## src/rtl/maze_mem_arbiter_if.sv

```systemverilog
// Bundle of the two agent request ports and the single maze memory port.
// The arbiter takes the slave side and the agents/memory take the master side.
interface maze_mem_arbiter_if;
    logic       req0;
    logic       req1;
    logic       we0;
    logic       we1;
    logic [5:0] row0;
    logic [5:0] col0;
    logic [5:0] row1;
    logic [5:0] col1;
    logic       ack0;
    logic       ack1;
    logic       rdata;
    logic       busy;
    logic       owner;
    logic [5:0] row;
    logic [5:0] col;
    logic       maze_oe;
    logic       maze_we;
    logic       maze_in;

    modport slave (
        input  req0, req1, we0, we1, row0, col0, row1, col1, maze_in,
        output ack0, ack1, rdata, busy, owner, row, col, maze_oe, maze_we
    );

    modport master (
        output req0, req1, we0, we1, row0, col0, row1, col1, maze_in,
        input  ack0, ack1, rdata, busy, owner, row, col, maze_oe, maze_we
    );
endinterface

```

## src/rtl/maze_mem_arbiter.sv

```systemverilog
// Round-robin arbiter letting two maze-solver agents share one maze memory port.
// Every output is a flop; the next-state logic below computes their next values.
//
//   state   | meaning
//   --------+-----------------------------------------------------------
//   S_IDLE  | no access; arbitrate req0/req1 and latch the winner's cell
//   S_ISSUE | one-cycle maze_oe (read) or maze_we (write) pulse
//   S_WAIT  | counting down read latency; capture maze_in at count 0
//   S_ACK   | one-cycle ack to the owner
module maze_mem_arbiter #(
    parameter int READ_LAT = 1
) (
    input  logic              clk,
    input  logic              rst_n,
    maze_mem_arbiter_if.slave bus
);
    typedef enum logic [1:0] {S_IDLE, S_ISSUE, S_WAIT, S_ACK} state_t;

    localparam logic [1:0] WAIT_LOAD = 2'(READ_LAT - 1);

    state_t     state, state_n;
    logic       owner_q, owner_n;
    logic       last_q, last_n;
    logic       we_q, we_n;
    logic       rdata_q, rdata_n;
    logic       ack0_q, ack0_n;
    logic       ack1_q, ack1_n;
    logic       oe_q, oe_n;
    logic       mwe_q, mwe_n;
    logic       busy_q, busy_n;
    logic [5:0] row_q, row_n;
    logic [5:0] col_q, col_n;
    logic [1:0] cnt_q, cnt_n;
    logic       grant;

    always_ff @(posedge clk or negedge rst_n) begin
        if (!rst_n) begin
            state   <= S_IDLE;
            owner_q <= 1'b0;
            last_q  <= 1'b1;
            we_q    <= 1'b0;
            rdata_q <= 1'b0;
            ack0_q  <= 1'b0;
            ack1_q  <= 1'b0;
            oe_q    <= 1'b0;
            mwe_q   <= 1'b0;
            busy_q  <= 1'b0;
            row_q   <= 6'd0;
            col_q   <= 6'd0;
            cnt_q   <= 2'd0;
        end else begin
            state   <= state_n;
            owner_q <= owner_n;
            last_q  <= last_n;
            we_q    <= we_n;
            rdata_q <= rdata_n;
            ack0_q  <= ack0_n;
            ack1_q  <= ack1_n;
            oe_q    <= oe_n;
            mwe_q   <= mwe_n;
            busy_q  <= busy_n;
            row_q   <= row_n;
            col_q   <= col_n;
            cnt_q   <= cnt_n;
        end
    end

    // On a tie the agent that was not served last wins.
    always_comb begin
        grant = (bus.req0 && bus.req1) ? ~last_q : bus.req1;
    end

    always_comb begin
        state_n = state;
        owner_n = owner_q;
        last_n  = last_q;
        we_n    = we_q;
        rdata_n = rdata_q;
        row_n   = row_q;
        col_n   = col_q;
        cnt_n   = cnt_q;
        ack0_n  = 1'b0;
        ack1_n  = 1'b0;
        oe_n    = 1'b0;
        mwe_n   = 1'b0;

        unique case (state)
            S_IDLE: begin
                if (bus.req0 || bus.req1) begin
                    state_n = S_ISSUE;
                    owner_n = grant;
                    last_n  = grant;
                    we_n    = grant ? bus.we1  : bus.we0;
                    row_n   = grant ? bus.row1 : bus.row0;
                    col_n   = grant ? bus.col1 : bus.col0;
                    oe_n    = ~we_n;
                    mwe_n   = we_n;
                end
            end
            S_ISSUE: begin
                if (we_q) begin
                    state_n = S_ACK;
                    ack0_n  = ~owner_q;
                    ack1_n  = owner_q;
                end else begin
                    state_n = S_WAIT;
                    cnt_n   = WAIT_LOAD;
                end
            end
            S_WAIT: begin
                if (cnt_q == 2'd0) begin
                    state_n = S_ACK;
                    rdata_n = bus.maze_in;
                    ack0_n  = ~owner_q;
                    ack1_n  = owner_q;
                end else begin
                    cnt_n = cnt_q - 2'd1;
                end
            end
            S_ACK: begin
                state_n = S_IDLE;
            end
            default: begin
                state_n = S_IDLE;
            end
        endcase

        busy_n = (state_n != S_IDLE);
    end

    assign bus.ack0    = ack0_q;
    assign bus.ack1    = ack1_q;
    assign bus.rdata   = rdata_q;
    assign bus.busy    = busy_q;
    assign bus.owner   = owner_q;
    assign bus.row     = row_q;
    assign bus.col     = col_q;
    assign bus.maze_oe = oe_q;
    assign bus.maze_we = mwe_q;
endmodule

```

## src/flat_wrapper.sv

```systemverilog
// flat-port wrapper written by rule: the top's interface ports become plain ports
module maze_mem_arbiter_flat 
#(
    parameter int READ_LAT = 1
)
  (clk, rst_n, bus_req0, bus_req1, bus_we0, bus_we1, bus_row0, bus_col0, bus_row1, bus_col1, bus_maze_in, bus_ack0, bus_ack1, bus_rdata, bus_busy, bus_owner, bus_row, bus_col, bus_maze_oe, bus_maze_we);
  maze_mem_arbiter_if bus_i ();
  input  logic clk;
  input  logic rst_n;
  input wire logic [$bits(bus_i.req0)-1:0] bus_req0;
  input wire logic [$bits(bus_i.req1)-1:0] bus_req1;
  input wire logic [$bits(bus_i.we0)-1:0] bus_we0;
  input wire logic [$bits(bus_i.we1)-1:0] bus_we1;
  input wire logic [$bits(bus_i.row0)-1:0] bus_row0;
  input wire logic [$bits(bus_i.col0)-1:0] bus_col0;
  input wire logic [$bits(bus_i.row1)-1:0] bus_row1;
  input wire logic [$bits(bus_i.col1)-1:0] bus_col1;
  input wire logic [$bits(bus_i.maze_in)-1:0] bus_maze_in;
  output wire logic [$bits(bus_i.ack0)-1:0] bus_ack0;
  output wire logic [$bits(bus_i.ack1)-1:0] bus_ack1;
  output wire logic [$bits(bus_i.rdata)-1:0] bus_rdata;
  output wire logic [$bits(bus_i.busy)-1:0] bus_busy;
  output wire logic [$bits(bus_i.owner)-1:0] bus_owner;
  output wire logic [$bits(bus_i.row)-1:0] bus_row;
  output wire logic [$bits(bus_i.col)-1:0] bus_col;
  output wire logic [$bits(bus_i.maze_oe)-1:0] bus_maze_oe;
  output wire logic [$bits(bus_i.maze_we)-1:0] bus_maze_we;
  assign bus_i.req0 = bus_req0;
  assign bus_i.req1 = bus_req1;
  assign bus_i.we0 = bus_we0;
  assign bus_i.we1 = bus_we1;
  assign bus_i.row0 = bus_row0;
  assign bus_i.col0 = bus_col0;
  assign bus_i.row1 = bus_row1;
  assign bus_i.col1 = bus_col1;
  assign bus_i.maze_in = bus_maze_in;
  assign bus_ack0 = bus_i.ack0;
  assign bus_ack1 = bus_i.ack1;
  assign bus_rdata = bus_i.rdata;
  assign bus_busy = bus_i.busy;
  assign bus_owner = bus_i.owner;
  assign bus_row = bus_i.row;
  assign bus_col = bus_i.col;
  assign bus_maze_oe = bus_i.maze_oe;
  assign bus_maze_we = bus_i.maze_we;
  maze_mem_arbiter #(.READ_LAT(READ_LAT)) u_core (.clk(clk), .rst_n(rst_n), .bus(bus_i));
endmodule
```

## config.mk

```make
export PLATFORM = sky130hd
export DESIGN_NAME = maze_mem_arbiter_flat
export DESIGN_NICKNAME = d
export VERILOG_FILES = /design/src/rtl/maze_mem_arbiter_if.sv /design/src/rtl/maze_mem_arbiter.sv /design/src/flat_wrapper.sv
export SDC_FILE = /design/constraint.sdc
export NUM_CORES = 1
export LEC_CHECK = 0
export CAP_MARGIN = 5
export CORE_MARGIN = 4
export CORE_UTILIZATION = 47
export CTS_BUF_LIST = sky130_fd_sc_hd__clkbuf_8
export DETAILED_ROUTE_END_ITERATION = 12
export PLACE_DENSITY = 0.87
export SETUP_SLACK_MARGIN = 0.02
export SLEW_MARGIN = 20
export SYNTH_ARGS = -nofsm -noshare
export SYNTH_HDL_FRONTEND = slang
export SYNTH_SLANG_ARGS = --single-unit
export TNS_END_PERCENT = 10
```

## constraint.sdc

```tcl
create_clock -name clk -period 4 [get_ports clk]
set_input_delay 0.6 -clock clk [delete_from_list [all_inputs] [get_ports clk]]
set_output_delay 0.6 -clock clk [all_outputs]
set_load 0.02 [all_outputs]
```

==> summary.md, run 1 <==
| Metric | Value |
|---|---|
| Total power | `0.00129 W` |
| Period utilisation layout | `53.0%` |
| Post-CTS Hold Buffers | `0` |
| Clk buf depth | `2` |
| Core Area | `2450 sq um` |
| Share of cells above drive strength 1 | `18.4%` |
| Nets | `199` |
| Syn_nets | `149` |
| Total CTS buffers | `3` |
| RSZ-0062 raised after global routing | `false` |
| Int Pwr | `0.000771 W` |
| Synth Instances | `114` |
| Synth Warn # | `0` |
| Initial antenna violation count | `0` |
| Synthesized area | `1200 sq um` |
| CTS tree | `built` |
| Combinational share of power | `55.2%` |
| Reg power frac | `33.7%` |
| Number of synthesized flops with an enable pin | `0` |
| Synth area leaders | `dfrtp_1 50%, a21oi_2 13%, nand2_1 5.3%` |
| Wire length per cell | `14.4 um` |
| Die Width | `58.5 um` |
| Hold Path Class | `in -> async` |
| Gpl congestion | `0.773` |
| First-pass GRT wire length | `4550 um` |
| # rows | `18` |
| Vias in the first global route | `1029` |
| Initial DRC count | `19` |
| FILL cells | `185` |
| Antenna diodes | `0` |
| GR Overflow Total | `0` |
| Sequential fraction of the synthesis area | `52.2%` |
| Least-Margin Pin Slew | `0.864 ns` |
| Final Hold Fails | `0` |
| Setup TNS | `0 ns` |
| Worst EP arrival | `2.27 ns` |
| Multi-input logic area | `523 sq um` |
| CP max FO | `14` |
| Worst endpoint required time | `4.15 ns` |
| Post-Syn Area per Cell | `10.5 sq um` |
| Worst rel slew slack | `42.1%` |
| GRT Resource Usage Total | `17.5%` |
| Router iterations before antenna repair | `4` |
| Vias per cell | `5.13` |
| Pwr Density | `745 nW/um^2` |
| Count of final max-slew check failures | `0` |
| Clock Pin Slew Worst Setup and Hold Paths | `0.08 ns` |
| Crit start category | `input port` |
| Clock sink count | `25` |
| Layout Area Growth over Synthesis | `44.7%` |
| Final wirelength | `2780 um` |
| Die Area | `3430 sq um` |
| Min cycle time layout | `2.12 ns` |
| # setup viols final | `0` |
| DRC | `0` |
| Largest net degree at the start of global routing | `26` |
| Routed Antenna Nets | `0` |
| Overall die height | `58.5 um` |
| Final Skew | `0.00197 ns` |
| Io pins | `50` |
| Status | `completed` |
| NetSw | `0.000523 W` |
| Via Count | `991` |
| Clock power share | `11.0%` |
| Synth Flop Type | `dfrtp_1` |
| Peak supply drop | `0.504 mV` |
| Synth cell types | `26` |
| PostCTS Resize Cnt | `0` |
| #FFs+latches synth | `25` |
| Crit Path Class | `in -> reg` |
| Root Driver | `clkbuf_8` |
| Sw Ratio | `40.4%` |
| Ys async rst share | `100%` |
| Storage cell area | `627 sq um` |
| Yosys top cell area share | `50.1%` |
| H-tree levels | `1` |
| Worst skew pair latency | `0.26 ns` |
| # Post-CTS Setup Buffers | `0` |
| PortBufs | `49` |
| F_max | `471 MHz` |
| DP HPWL | `2100 um` |
| Starting density of the core | `48.9%` |
| Synth area leader | `dfrtp_1` |
| Max Cap Viol | `0` |
| Pleak | `0.733 nW` |
| Worst setup EP type | `flip-flop` |
[flip-flops by register name, summed over array words and instances, names as in the netlist, 2 cells and up]
signal / flops
u_core.bus.col: 6
u_core.cnt_q: 2
u_core.bus.row: 6
u_core.state: 2
[power groups by stage]
stage	logic [W]	clock network [W]	registers [W]
6_report	0.000715	0.000143	0.000436
3_3_place_gp	0.000690	0	0.000436
5_1_grt	0.000775	0.000154	0.000453
2_1_floorplan	0.000346	0	0.000538
3_5_place_dp	0.000719	0	0.000439
4_1_cts	0.000722	0.000146	0.000437
[layer usage]
layer  vias to the layer above  part of all wire, %  GRT usage, %
met5                         -                    0             0
met4                         0                  1.1          8.61
met3                         4                  8.0          2.41
met2                        45                   50          29.7
met1                       462                   41          21.8
li1                        480                    -             -
[Yosys cell counts, types with 2 or more instances]
| cell type | number |
|---|---|
| nor2_1 | 16 |
| a21oi_1 | 8 |
| inv_1 | 5 |
| ha_1 | 4 |
| nand2_1 | 17 |
| mux2_2 | 2 |
| mux2i_1 | 2 |
| dfrtp_1 | 24 |
| a21oi_2 | 18 |
| buf_4 | 2 |
[cell families (layout without fill, tap and decap cells)]
| kind of cell | Yosys count | in the layout | synth area share (%) |
|---|---|---|---|
| and+or+nand+nor | 36 | 36 | 11.9 |
| AOI/OAI and AO/OA | 35 | 35 | 22.8 |
| DFF | 25 | 25 | 52.2 |
| buffers and inverters | 9 | 58 | 4.17 |
| muxes | 5 | 5 | 4.69 |
| adders and majority gates | 4 | 4 | 4.17 |
[through the flow]
step                      worst slack [ns]  area (sq um)  instances  utilization [%]  hold WS (ns)
after CTS                             1.90          1740        193             70.9         0.475
after global routing                  1.80          1740        193             70.7         0.351
after detailed placement              1.63          1700        189             69.1         0.464
after floorplan                       2.73          1200        114                -         0.304
final                                 1.88          1740        193             70.7         0.309
after global placement                1.69          1700        189             69.1         0.442
[worst paths after layout]
check                                  from                 end  slack (ns)  cells after the start
hold / removal                        rst_n  u_core.bus.maze_we        0.31                      1
min in group clk           u_core.bus.owner     u_core.bus.ack0        0.46                      1
setup reg to reg            u_core.state[0]     u_core.bus.busy        2.34                      5
setup / recovery                   bus_req0     u_core.bus.busy        1.88                      4
max in group asynchronous             rst_n       u_core.last_q        3.33                      1
hold reg to reg            u_core.bus.owner     u_core.bus.ack0        0.46                      1
[placed cells by master (no fill, tap or decap), drive strengths merged]
cell type,n
clkbuf,3
a22oi,1
or2,1
o21ai,3
nand2b,1
a21bo,1
buf,1
a21oi,26
clkdlybuf4s50,48
o211ai,1
inv,6
o21a,1
nand2,17
dfstp,1
mux2i,3
a31oi,1
dfrtp,24
nor2,16
a21boi,1
ha,4
and2,1
mux2,2
[critical path, stage by stage]
cell             delay (ns)
clkdlybuf4s50_1        0.51
o21ai_2                0.67
o211ai_1               0.22
or2_1                  0.26
[cell type report]
| cell class | count | share of cell area, % |
|---|---|---|
| Clock buffer | 3 | 2.38 |
| Clock inverter | 1 | 0.216 |
| Inverter | 5 | 1.08 |
| Multi-Input combinational cell | 80 | 30.1 |
| Sequential cell | 25 | 36.1 |
| Tap cell | 30 | 2.16 |
| Timing Repair Buffer | 49 | 28.0 |
Note: power is estimated with default switching activity, not from simulation.
==> inputs of run 2 (changes only) <==
--- a/config.mk
+++ b/config.mk
@@ -7,10 +7,10 @@
 export LEC_CHECK = 0
 export CAP_MARGIN = 5
 export CORE_MARGIN = 4
-export CORE_UTILIZATION = 47
+export CORE_UTILIZATION = 39
 export CTS_BUF_LIST = sky130_fd_sc_hd__clkbuf_8
 export DETAILED_ROUTE_END_ITERATION = 12
-export PLACE_DENSITY = 0.87
+export PLACE_DENSITY = 0.77
 export SETUP_SLACK_MARGIN = 0.02
 export SLEW_MARGIN = 20
 export SYNTH_ARGS = -nofsm -noshare
==> constraint.sdc (replaced) <==
create_clock -name clk -period 1.81 [get_ports clk]
set_input_delay 0.2715 -clock clk [delete_from_list [all_inputs] [get_ports clk]]
set_output_delay 0.2715 -clock clk [all_outputs]
set_load 0.02 [all_outputs]
==> run 2 against run 1 <==
  * Register-to-register slack got worse by 2.0 ns
  * Design area rose by 2.9%
  * Highest routed layer unchanged
  * Power rose by 120%
==> summary.md, run 2 (synthesis results as in run 1) <==
| Metric | Value |
|---|---|
| Status | `completed` |
| Delay-heaviest family, CP | `buffers and inverters` |
| Crit path buf inv count | `1 (unchanged)` |
| Core Area | `2850 sq um (+16%)` |
| Final Hold Fails | `0 (unchanged)` |
| F_max | `657 MHz` |
| Die Width | `63.5 um (+8.4%)` |
| Die Area | `4030 sq um (+18%)` |
| Least-Margin Pin Slew | `0.307 ns (-0.557 ns)` |
| Worst endpoint required time | `1.54 ns (-2.61 ns)` |
| Total power | `0.00290 W (+120%)` |
| Overall die height | `63.5 um (+8.4%)` |
| Worst rel slew slack | `79.5% (+37 points)` |
| Design Area, Final | `1790 sq um (+2.9%)` |
| Total CTS buffers | `3 (unchanged)` |
| PostCTS Resize Cnt | `0 (unchanged)` |
| Slowest-stage cell, CP | `clkdlybuf4s50_1` |
| Crit start category | `flip-flop` |
| # setup viols final | `0 (unchanged)` |
| Reg2Reg Setup Slack | `0.38 ns (-1.96 ns)` |
| Initial antenna violation count | `0 (unchanged)` |
| # Post-CTS Setup Buffers | `0 (unchanged)` |
| GRT Resource Usage Total | `14.0% (-3.5 points)` |
| Worst EP arrival | `1.25 ns (-1.02 ns)` |
| Placed inst area | `1740 sq um (+2.6%)` |
| Vias per cell | `4.98 (-3.0%)` |
| Hold Path Class | `in -> async` |
| Largest net degree at the start of global routing | `26 (unchanged)` |
| Starting density of the core | `42.1% (-6.8 points)` |
| Reg2Reg Launch Point | `u_core.state[0]` |
| Min cycle time layout | `1.52 ns` |
| DP HPWL | `2210 um (+5.3%)` |
| Storage cell area | `627 sq um (unchanged)` |
| Router iterations before antenna repair | `4 (unchanged)` |
| Via Count | `986 (-0.50%)` |
| Gpl congestion | `0.770 (-0.34%)` |
| Clk buf depth | `2 (unchanged)` |
| Setup TNS | `0 ns (unchanged)` |
| DRC | `0 (unchanged)` |
| Routed Antenna Nets | `0 (unchanged)` |
| Vias in the first global route | `1086 (+5.5%)` |
| Worst skew pair latency | `0.26 ns (about the same)` |
| Peak supply drop | `0.801 mV (+59%)` |
| WHS | `0.362 ns (+0.0529 ns)` |
| Root Driver | `clkbuf_8` |
| Multi-input logic area | `523 sq um (unchanged)` |
| Wire length per cell | `14.0 um (-2.3%)` |
| Nets | `203 (+2.0%)` |
| RSZ-0062 raised after global routing | `false` |
| CP max FO | `3 (-11)` |
| First-pass GRT wire length | `4600 um (+0.90%)` |
| Io pins | `50 (unchanged)` |
| GR Overflow Total | `0 (unchanged)` |
| FILL cells | `252 (+36%)` |
| Antenna diodes | `0 (unchanged)` |
| Largest stage delay, worst path | `0.61 ns (-0.06 ns)` |
| Final wirelength | `2780 um (+0.22%)` |
| Critical path origin | `u_core.bus.owner` |
| Final Skew | `0.00593 ns (+0.00397 ns)` |
| Initial DRC count | `14 (-5)` |
| Share of cells above drive strength 1 | `20.4% (+2.0 points)` |
| CTS tree | `built` |
| Cell Chain, Critical Path | `clkdlybuf4s50_1` |
| FF-to-FF path depth | `5 (unchanged)` |
| Pwr Density | `1620 nW/um^2 (+120%)` |
| Clock Pin Slew Worst Setup and Hold Paths | `0.09 ns (about the same)` |
| Post-CTS Hold Buffers | `0 (unchanged)` |
| Count of final max-slew check failures | `0 (unchanged)` |
| Crit Path Class | `reg -> out` |
| Pleak | `0.755 nW (+2.9%)` |
| # rows | `19 (+1)` |
| Commonest non-fill, non-tap cell in the layout | `clkdlybuf4s50_1` |
| Period utilisation layout | `84.1%` |
| H-tree levels | `1 (unchanged)` |
| Layout Area Growth over Synthesis | `48.9%` |
| Commonest non-fill, non-tap cells in the layout | `49 x clkdlybuf4s50_1, 24 x dfrtp_1, 18 x a21oi_2, 17 x nand2_1, 16 x nor2_1` |
| Worst setup EP type | `output pin` |
| Max Cap Viol | `0 (unchanged)` |
| Clock sink count | `25 (unchanged)` |
| Crit Reg-Reg Endpoint | `u_core.bus.row[3]` |
| PortBufs | `49 (unchanged)` |
[run 2: cell types whose count changed in the layout (fill, tap and decap cells not counted)]
cell,delta
buf_4,+3
buf_12,+1
buf_2,-1
clkdlybuf4s50_1,+1
clkinv_2,+1
inv_1,-1
[run 2: final cells by class]
| cell class | instances | area share (%) |
|---|---|---|
| multi-input combinational | 80 | 29.3 |
| tap | 31 | 2.17 |
| timing repair buffer | 53 | 29.8 |
| clock inverter | 1 | 0.280 |
| clock buffer | 3 | 2.31 |
| inverter | 5 | 1.05 |
| sequential | 25 | 35.1 |
[run 2: how the worst max path moves through the flow]
| stage | depth (start not counted) | slack, ns | endpoint |
|---|---|---|---|
| global route | 1 | 0.24 | bus_col[3] |
| detailed placement | 4 | 0.17 | u_core.we_q |
| floorplan | 6 | 0.54 | u_core.bus.col[1] |
| global placement | 4 | 0.22 | u_core.we_q |
| CTS | 1 | 0.27 | bus_owner |
| finish | 1 | 0.29 | bus_owner |
[run 2: where the power goes]
part,leakage (nW),total (W),internal [W],switching [W]
logic,0.436,0.00162,0.000761,0.000855
registers,0.293,0.000963,0.000825,0.000138
clock network,0.0255,0.000323,0.000154,0.000169
total,0.755,0.00290,0.00174,0.00116
[run 2: through the flow]
stage / setup WS, ns / instances / util (%)
2_1_floorplan: 0.535 / 114 / -
6_report: 0.289 / 198 / 62.6
4_1_cts: 0.268 / 198 / 62.6
5_1_grt: 0.243 / 198 / 62.6
3_5_place_dp: 0.174 / 194 / 61.0
3_3_place_gp: 0.220 / 194 / 61.0
[run 2: metal layers]
metal,routed length [um],vias up,track usage [%]
li1,-,484,-
met1,1140,466,16.0
met2,1440,34,25.8
met3,190,2,3.73
met4,13,0,3.23
met5,0,-,0
